--- src/rtl/mem_wb_skid_if.sv ---
// MEM->WB stage bus: valid/ready handshake plus write-back payload.
// HI/LO payload fields exist only when MEM_WB_HILO_EN is defined.
interface mem_wb_skid_if #(
  parameter int DATA_W = 32,
  parameter int ADDR_W = 5
);
  logic              valid;
  logic              ready;
  logic [ADDR_W-1:0] wd;
  logic              wreg;
  logic [DATA_W-1:0] wdata;
`ifdef MEM_WB_HILO_EN
  logic              whilo;
  logic [DATA_W-1:0] hi;
  logic [DATA_W-1:0] lo;
`endif

`ifdef MEM_WB_HILO_EN
  modport master (output valid, wd, wreg, wdata, whilo, hi, lo, input ready);
  modport slave  (input valid, wd, wreg, wdata, whilo, hi, lo, output ready);
`else
  modport master (output valid, wd, wreg, wdata, input ready);
  modport slave  (input valid, wd, wreg, wdata, output ready);
`endif
endinterface

--- src/rtl/mem_wb_skid.sv ---
// MEM->WB pipeline register with a two-entry skid buffer and flush.
// Optional HI/LO write channel enabled by defining MEM_WB_HILO_EN.
module mem_wb_skid #(
  parameter int DATA_W = 32,
  parameter int ADDR_W = 5
) (
  input  logic                clk,
  input  logic                rst,
  input  logic                flush,
  mem_wb_skid_if.slave        mem,
  mem_wb_skid_if.master       wb,
  output logic [1:0]          wb_count
);

  typedef struct packed {
    logic [ADDR_W-1:0] wd;
    logic              wreg;
    logic [DATA_W-1:0] wdata;
`ifdef MEM_WB_HILO_EN
    logic              whilo;
    logic [DATA_W-1:0] hi;
    logic [DATA_W-1:0] lo;
`endif
  } entry_t;

  entry_t     main_r, skid_r, main_nxt_s, skid_nxt_s, in_s;
  logic       main_valid_r, skid_valid_r, main_valid_nxt_s, skid_valid_nxt_s;
  logic       ready_r;
  logic [1:0] count_r;
  logic       accept_s, pop_s;

  assign accept_s = mem.valid & ready_r;
  assign pop_s    = main_valid_r & wb.ready;

  // Pack the incoming MEM payload into an entry.
  always_comb begin
    in_s       = '0;
    in_s.wd    = mem.wd;
    in_s.wreg  = mem.wreg;
    in_s.wdata = mem.wdata;
`ifdef MEM_WB_HILO_EN
    in_s.whilo = mem.whilo;
    in_s.hi    = mem.hi;
    in_s.lo    = mem.lo;
`endif
  end

  // Next-state selection; vacated entries are cleared so invalid slots read zero.
  always_comb begin
    main_nxt_s       = main_r;
    skid_nxt_s       = skid_r;
    main_valid_nxt_s = main_valid_r;
    skid_valid_nxt_s = skid_valid_r;
    if (flush) begin
      main_nxt_s       = '0;
      skid_nxt_s       = '0;
      main_valid_nxt_s = 1'b0;
      skid_valid_nxt_s = 1'b0;
    end else if (!main_valid_r) begin
      if (accept_s) begin
        main_nxt_s       = in_s;
        main_valid_nxt_s = 1'b1;
      end else begin
        main_nxt_s       = '0;
      end
    end else if (pop_s) begin
      if (skid_valid_r) begin
        main_nxt_s       = skid_r;
        skid_nxt_s       = '0;
        skid_valid_nxt_s = 1'b0;
      end else if (accept_s) begin
        main_nxt_s       = in_s;
      end else begin
        main_nxt_s       = '0;
        main_valid_nxt_s = 1'b0;
      end
    end else if (accept_s) begin
      skid_nxt_s       = in_s;
      skid_valid_nxt_s = 1'b1;
    end else begin
      main_nxt_s       = main_r;
    end
  end

  // State, ready and occupancy registers.
  always_ff @(posedge clk) begin
    if (rst) begin
      main_r       <= '0;
      skid_r       <= '0;
      main_valid_r <= 1'b0;
      skid_valid_r <= 1'b0;
      ready_r      <= 1'b1;
      count_r      <= 2'd0;
    end else begin
      main_r       <= main_nxt_s;
      skid_r       <= skid_nxt_s;
      main_valid_r <= main_valid_nxt_s;
      skid_valid_r <= skid_valid_nxt_s;
      ready_r      <= ~skid_valid_nxt_s;
      count_r      <= {1'b0, main_valid_nxt_s} + {1'b0, skid_valid_nxt_s};
    end
  end

  assign mem.ready = ready_r;
  assign wb.valid  = main_valid_r;
  assign wb.wd     = main_r.wd;
  assign wb.wreg   = main_r.wreg;
  assign wb.wdata  = main_r.wdata;
`ifdef MEM_WB_HILO_EN
  assign wb.whilo  = main_r.whilo;
  assign wb.hi     = main_r.hi;
  assign wb.lo     = main_r.lo;
`endif
  assign wb_count  = count_r;

endmodule

--- src/flat_wrapper.sv ---
// flat-port wrapper written by rule: the top's interface ports become plain ports
module mem_wb_skid_flat 
#(
  parameter int DATA_W = 32,
  parameter int ADDR_W = 5
)
  (clk, rst, flush, wb_count, mem_valid, mem_wd, mem_wreg, mem_wdata, mem_ready, wb_valid, wb_wd, wb_wreg, wb_wdata, wb_ready);
  mem_wb_skid_if #(.DATA_W(DATA_W), .ADDR_W(ADDR_W)) mem_i ();
  mem_wb_skid_if #(.DATA_W(DATA_W), .ADDR_W(ADDR_W)) wb_i ();
  input  logic clk;
  input  logic rst;
  input  logic flush;
  output logic [1:0] wb_count;
  input wire logic [$bits(mem_i.valid)-1:0] mem_valid;
  input wire logic [$bits(mem_i.wd)-1:0] mem_wd;
  input wire logic [$bits(mem_i.wreg)-1:0] mem_wreg;
  input wire logic [$bits(mem_i.wdata)-1:0] mem_wdata;
  output wire logic [$bits(mem_i.ready)-1:0] mem_ready;
  output wire logic [$bits(wb_i.valid)-1:0] wb_valid;
  output wire logic [$bits(wb_i.wd)-1:0] wb_wd;
  output wire logic [$bits(wb_i.wreg)-1:0] wb_wreg;
  output wire logic [$bits(wb_i.wdata)-1:0] wb_wdata;
  input wire logic [$bits(wb_i.ready)-1:0] wb_ready;
  assign mem_i.valid = mem_valid;
  assign mem_i.wd = mem_wd;
  assign mem_i.wreg = mem_wreg;
  assign mem_i.wdata = mem_wdata;
  assign mem_ready = mem_i.ready;
  assign wb_valid = wb_i.valid;
  assign wb_wd = wb_i.wd;
  assign wb_wreg = wb_i.wreg;
  assign wb_wdata = wb_i.wdata;
  assign wb_i.ready = wb_ready;
  mem_wb_skid #(.DATA_W(DATA_W), .ADDR_W(ADDR_W)) u_core (.clk(clk), .rst(rst), .flush(flush), .mem(mem_i), .wb(wb_i), .wb_count(wb_count));
endmodule
--- config.mk ---
export PLATFORM = sky130hd
export DESIGN_NAME = mem_wb_skid_flat
export DESIGN_NICKNAME = d
export VERILOG_FILES = /design/src/rtl/mem_wb_skid_if.sv /design/src/rtl/mem_wb_skid.sv /design/src/flat_wrapper.sv
export SDC_FILE = /design/constraint.sdc
export NUM_CORES = 1
export LEC_CHECK = 0
export ABC_AREA = 1
export BUFFER_PORTS_ARGS = -buffer_cell sky130_fd_sc_hd__buf_4
export CAP_MARGIN = 20
export CORE_AREA = 2 2 77 94
export CTS_CLUSTER_DIAMETER = 120
export CTS_CLUSTER_SIZE = 10
export DETAILED_ROUTE_END_ITERATION = 10
export DIE_AREA = 0 0 79 96
export MAX_ROUTING_LAYER = met4
export PLACE_DENSITY = 0.9
export SYNTH_ARGS = -nofsm -noshare
export SYNTH_HDL_FRONTEND = slang
export SYNTH_SLANG_ARGS = --single-unit
export TNS_END_PERCENT = 1
--- constraint.sdc ---
create_clock -name clk -period 2.4 [get_ports clk]
set_input_delay 0.24 -clock clk [delete_from_list [all_inputs] [get_ports clk]]
set_output_delay 0.24 -clock clk [all_outputs]
set_load 0.03 [all_outputs]
=== Word level (Yosys, flattened, before mapping) ===
Cells that the tools add are included.

* Bits of input ports: 43
* Output and inout bits: 42
* Flip-flop bits (word level): 81
* Logic and storage cells: 35

* Bitwise logic cells: 3
* Equality and inequality tests: 2
* Add/sub/neg operators: 1
* Muxes and demuxes: 16
* Reductions and logical operators: 3

{| class="wikitable"
|+ Operators with widths
! cell !! number
|-
| 2-to-1 mux 38 bit || 7
|-
| 2-to-1 mux 1 bit || 9
|-
| AND reduction 3 bit || 1
|-
| adder 1 x 1 -> 2 bit || 1
|-
| AND 1 bit || 2
|-
| != test 2 x 1 -> 1 bit, second input constant || 1
|-
| != test 2 bit, second input constant || 1
|-
| nonzero test 2 bit || 1
|-
| OR reduction 2 bit || 1
|-
| inverter 1 bit || 1
|}

=== Logic depth before layout (Yosys ltp) ===
* Depth in word-level cells: 7
* Depth in mapped cells: 9
* Gate-level depth less buffers: 7

=== Worst setup path after synthesis ===
OpenSTA, ideal clock, no wires.

* Path type: register to register
* From: reg u_core.ready_r (netlist: u_core.mem.ready)
* To: reg u_core.count_r[0] (netlist: u_core.wb_count[0])
* Period minus slack after synthesis: 1.538 ns
* Data arrival time: 1.428 ns
* Stages on the path, launching flop included: 9
* Setup time: 0.109 ns
* Path slack: 0.862 ns
* Required time: 2.291 ns
* Buffers on the path: 1
* Cell sequence: dfxtp_1 -> nand2_2 -> buf_4 -> nand2_1 -> o211ai_1 -> nor2_1 -> ha_1 -> inv_1 -> nor2_1

* Elaborated cells on any way between the ends: 11
* Those cells by class: 1 x add/sub; 9 x mux; 1 x bitwise

{| class="wikitable"
|+ RTL lines
! item !! RTL line !! RTL
|-
| start: declaration || mem_wb_skid.sv:28 || <nowiki>logic ready_r;</nowiki>
|-
| start signal: assignment || mem_wb_skid.sv:99 || <nowiki>ready_r <= ~skid_valid_nxt_s;</nowiki>
|-
| AND 1 bit || mem_wb_skid.sv:32 || <nowiki>assign accept_s = mem.valid & ready_r;</nowiki>
|-
| 2-to-1 mux 1 bit || mem_wb_skid.sv:77 || <nowiki>end else if (accept_s) begin</nowiki>
|-
| 2-to-1 mux 1 bit || mem_wb_skid.sv:66 || <nowiki>end else if (pop_s) begin</nowiki>
|-
| 2-to-1 mux 1 bit || mem_wb_skid.sv:59 || <nowiki>end else if (!main_valid_r) begin</nowiki>
|-
| 2-to-1 mux 1 bit || mem_wb_skid.sv:54 || <nowiki>if (flush) begin</nowiki>
|-
| via u_core.skid_valid_nxt_s || mem_wb_skid.sv:27 || <nowiki>logic main_valid_r, skid_valid_r, main_valid_nxt_s, skid_valid_nxt_s;</nowiki>
|-
| adder 1 x 1 -> 2 bit || mem_wb_skid.sv:100 || <nowiki>count_r <= {1'b0, main_valid_nxt_s} + {1'b0, skid_valid_nxt_s};</nowiki>
|-
| end signal: assignment || mem_wb_skid.sv:100 ||
|-
| end: declaration || mem_wb_skid.sv:29 || <nowiki>logic [1:0] count_r;</nowiki>
|}

The timed path passes the listed nets, and every way through them passes these cells.
A chain may end at the register's enable or synchronous reset.

=== Worst setup path after layout ===
* From: reg u_core.main_valid_r (netlist: u_core.wb.valid)
* To: reg u_core.skid_r[26] (netlist bit)

* Word-level cells in the longest chain between the ends: 3
* Elaborated cells on any way between the ends: 5
* Those cells by class: 1 x eq/ne; 1 x mux; 1 x bitwise; 2 x reduce/logical

{| class="wikitable"
|+ RTL lines
! item !! RTL line !! RTL
|-
| start: declaration || mem_wb_skid.sv:27 ||
|-
| start signal: assignment || mem_wb_skid.sv:97 || <nowiki>main_valid_r <= main_valid_nxt_s;</nowiki>
|-
| AND 1 bit || mem_wb_skid.sv:33 || <nowiki>assign pop_s = main_valid_r & wb.ready;</nowiki>
|-
| != test 2 x 1 -> 1 bit (no line) / nonzero test 2 bit (equally long branches) || - ||
|-
| AND reduction 3 bit (no line) || - ||
|-
| end signal: assignment || mem_wb_skid.sv:96 || <nowiki>skid_r <= skid_nxt_s;</nowiki>
|-
| end: declaration || mem_wb_skid.sv:26 || <nowiki>entry_t main_r, skid_r, main_nxt_s, skid_nxt_s, in_s;</nowiki>
|}

Several ways; a longest one is shown, not always the timed one.

==> results.md <==
* Post-route DRC at 0
* Post-DP Area at 4250 um2
* Synthesized instance count at 533
* Avg Inst Size Synth at 6.91 um2
* Cell Chain, Critical Path: buf_4 -> nand3_2 -> buf_4 -> nand3_1 -> a21oi_1
* Iter 0 DRT Violations at 335
* Total global-route track usage at 0.263
* Wirelength, routed at 9.35 mm
* Fin area at 4470 um2
* Reg power frac at 0.495
* Synth warn at 0
* Sw frac at 0.258
* Ant. Diodes at 0
* Status: complete, no violations
* Postcts setup bufs at 0
* Vias post-DR at 3744
* Top FF cell, synth: dfxtp_1
* Die Y at 96 um
* Yosys reg bits at 81
* Core area at 6690 um2
* Clk pin slew, worst setup/hold paths at 90 ps
* Final ANT Viol Nets at 0
* CP Capture Type: register
* Final worst slack at 575 ps
* Number of distinct library cells after synthesis at 21
* Area Overhead vs Synth at 21.4%
* Most used cell, CP: buf_4
* Syn nets at 577
* Worst path slowest cell: dfxtp_2
* RSZ-0062 raised after global routing: no
* Synth top area share at 0.440
* NetSw at 0.000725 W
* Skew-Pair Late Insertion Delay at 360 ps
* DPL Wire Length at 6.11 mm
* Fill count at 589
* First-pass iteration count of the detailed router at 6
* Startpoint types: register
* Clock Tree Buf Depth at 2
* DP Worst Slack at 605 ps
* Power Density at 628 nW/um2
* Vias in the first global route at 3670
* Leak Pwr at 2.08 nW
* CP peak stage delay at 560 ps
* Min Tclk post-route at 1830 ps
* Std cell rows at 33
* Final nets at 637
* Final setup violating endpoints at 0
* Sequential fraction of the synthesis area at 0.440
* First-pass GRT wire length at 15.4 mm
* Die Width at 79 um
* Cell family with most CP delay: buffers and inverters
* Top post-synthesis cells by area: dfxtp_1, nand3_1, a21oi_1, nor2_1, nand2_1
* Fin Hold WS at 64.9 ps
* Crit path kind: register to register
* Die area at 7580 um2
* Initial antenna violation count at 0
* Post_cts resized at 0
* Slew margin rel. at 0.589
* Slew Limit Fails at 0
* Overall power at 0.00281 W
* Post-synth ARST share at 0
* Share of cells above drive strength 1 at 0.199
* Combinational Power Share at 0.117
* Fin Setup TNS at 0 ps
* Via/cell ratio at 5.47
* H-tree depth reported by CTS at 3
* Worst slew pin tran at 616 ps
* Int Pwr at 0.00209 W
* Port Buf Inserts at 84
* Synthesized cell area at 3680 um2
* Final worst-path cycle share at 0.761
* F_max at 0.548 GHz
* CP bufs+invs at 2
* VDD IR-drop max at 0.000552 V
* Hold buffer count at CTS at 0
* Number of flops mapped to enable cells by yosys at 0
* Max_cap viols at 0
* Total CTS buffers at 9
* Initial Util at 0.551
* Root Driver: clkbuf_8
* Synth area leader: dfxtp_1
* Overflow after GRT at 0
* Layout Skew at 8.63 ps
* Final Wtd Congestion at 0.809
* Critical path arrival at 2050 ps
* Largest net degree at the start of global routing at 58
* Hold WC Path Type: input pin to register
* Fin. Hold Viols at 0
* Crit Path Max Fanout at 29
* WP data required at 2620 ps
* Wire per inst at 13.7 um
* Clock tree sinks at 81
* Top Ports at 85
* Clock share of power at 0.389
* TritonCTS clock tree: done
cell families (layout without fill, tap and decap cells):
kind of cell    Yosys count  in the layout  synth area share
compound gates          116            116             0.159
fa+ha+maj                 1              1           0.00340
buf+inv                  91            156             0.116
flops                    81             81             0.440
simple gates            244            244             0.282
area by class of cell:
class	instances	area, um2	area share
multi-input combinational	361	1640	0.367
sequential	81	1620	0.363
timing repair buffer	94	706	0.158
inverter	46	173	0.0386
clock buffer	9	124	0.0277
tap	87	109	0.0243
clock inverter	7	95.1	0.0213
power by group through the flow:
stage          sequential, W  clock (W)  combinational [W]
2_1_floorplan        0.00146          0           0.000157
3_3_place_gp         0.00142          0           0.000319
3_5_place_dp         0.00142          0           0.000326
4_1_cts              0.00139    0.00110           0.000329
5_1_grt              0.00139    0.00117           0.000362
6_report             0.00139    0.00109           0.000328
layout by cell type (no fill, tap or decap), drive strengths merged:
cell      synthesis  final
inv              46     46
clkinv            0      4
clkbuf           14      9
o211ai            1      1
o22ai             1      1
o21ai            38     38
a21oi            76     76
buf              31     94
dfxtp            81     81
clkinvlp          0      1
ha                1      1
nor2             85     85
nand3            77     77
nand2            82     82
bufinv            0      2
worst register-to-register path: stages (launching register included):
cell	delay [ps]
dfxtp_2	560
buf_4	370
nand3_2	260
buf_4	310
nand3_1	120
a21oi_1	80
flip-flops by register name, indices dropped and copies added (netlist names):
signal               cells
u_core.wb.wdata         32
u_core.wb.wd             5
u_core.mem.ready         1
u_core.wb_count          2
u_core.skid_valid_r      1
u_core.wb.valid          1
u_core.wb.wreg           1
u_core.skid_r           38
through the flow:
| stage | cells | util |
|---|---|---|
| floorplan | 533 | - |
| global route | 685 | 0.669 |
| global placement | 669 | 0.636 |
| finish | 685 | 0.669 |
| CTS | 685 | 0.669 |
| detailed placement | 669 | 0.636 |
final timing paths:
path / startpoint / to / cells after the start / slack (ps)
worst max-delay path: u_core.wb.valid / u_core.skid_r[26] / 5 / 570
worst min-delay path: rst / u_core.wb_count[0] / 2 / 60
worst max register to register: u_core.wb.valid / u_core.skid_r[26] / 5 / 570
worst min register to register: u_core.skid_r[33] / u_core.skid_r[33] / 2 / 480
cells in the mapped netlist (2+ instances only):
master	number
o21ai_0	34
inv_2	2
buf_6	3
buf_4	11
buf_2	16
clkbuf_1	13
nand2_1	80
dfxtp_1	81
nand3_1	77
o21ai_1	4
a21oi_1	76
nor2_1	84
inv_1	44
routing by layer:
| metal | global-route usage | vias to the layer above | share of wire |
|---|---|---|---|
| li1 | - | 1840 | - |
| met1 | 0.279 | 1754 | 0.41 |
| met2 | 0.462 | 126 | 0.51 |
| met3 | 0.0544 | 24 | 0.053 |
| met4 | 0.139 | 0 | 0.024 |
| met5 | - | - | 0 |
No activity file was read; power rests on OpenSTA's default activity.
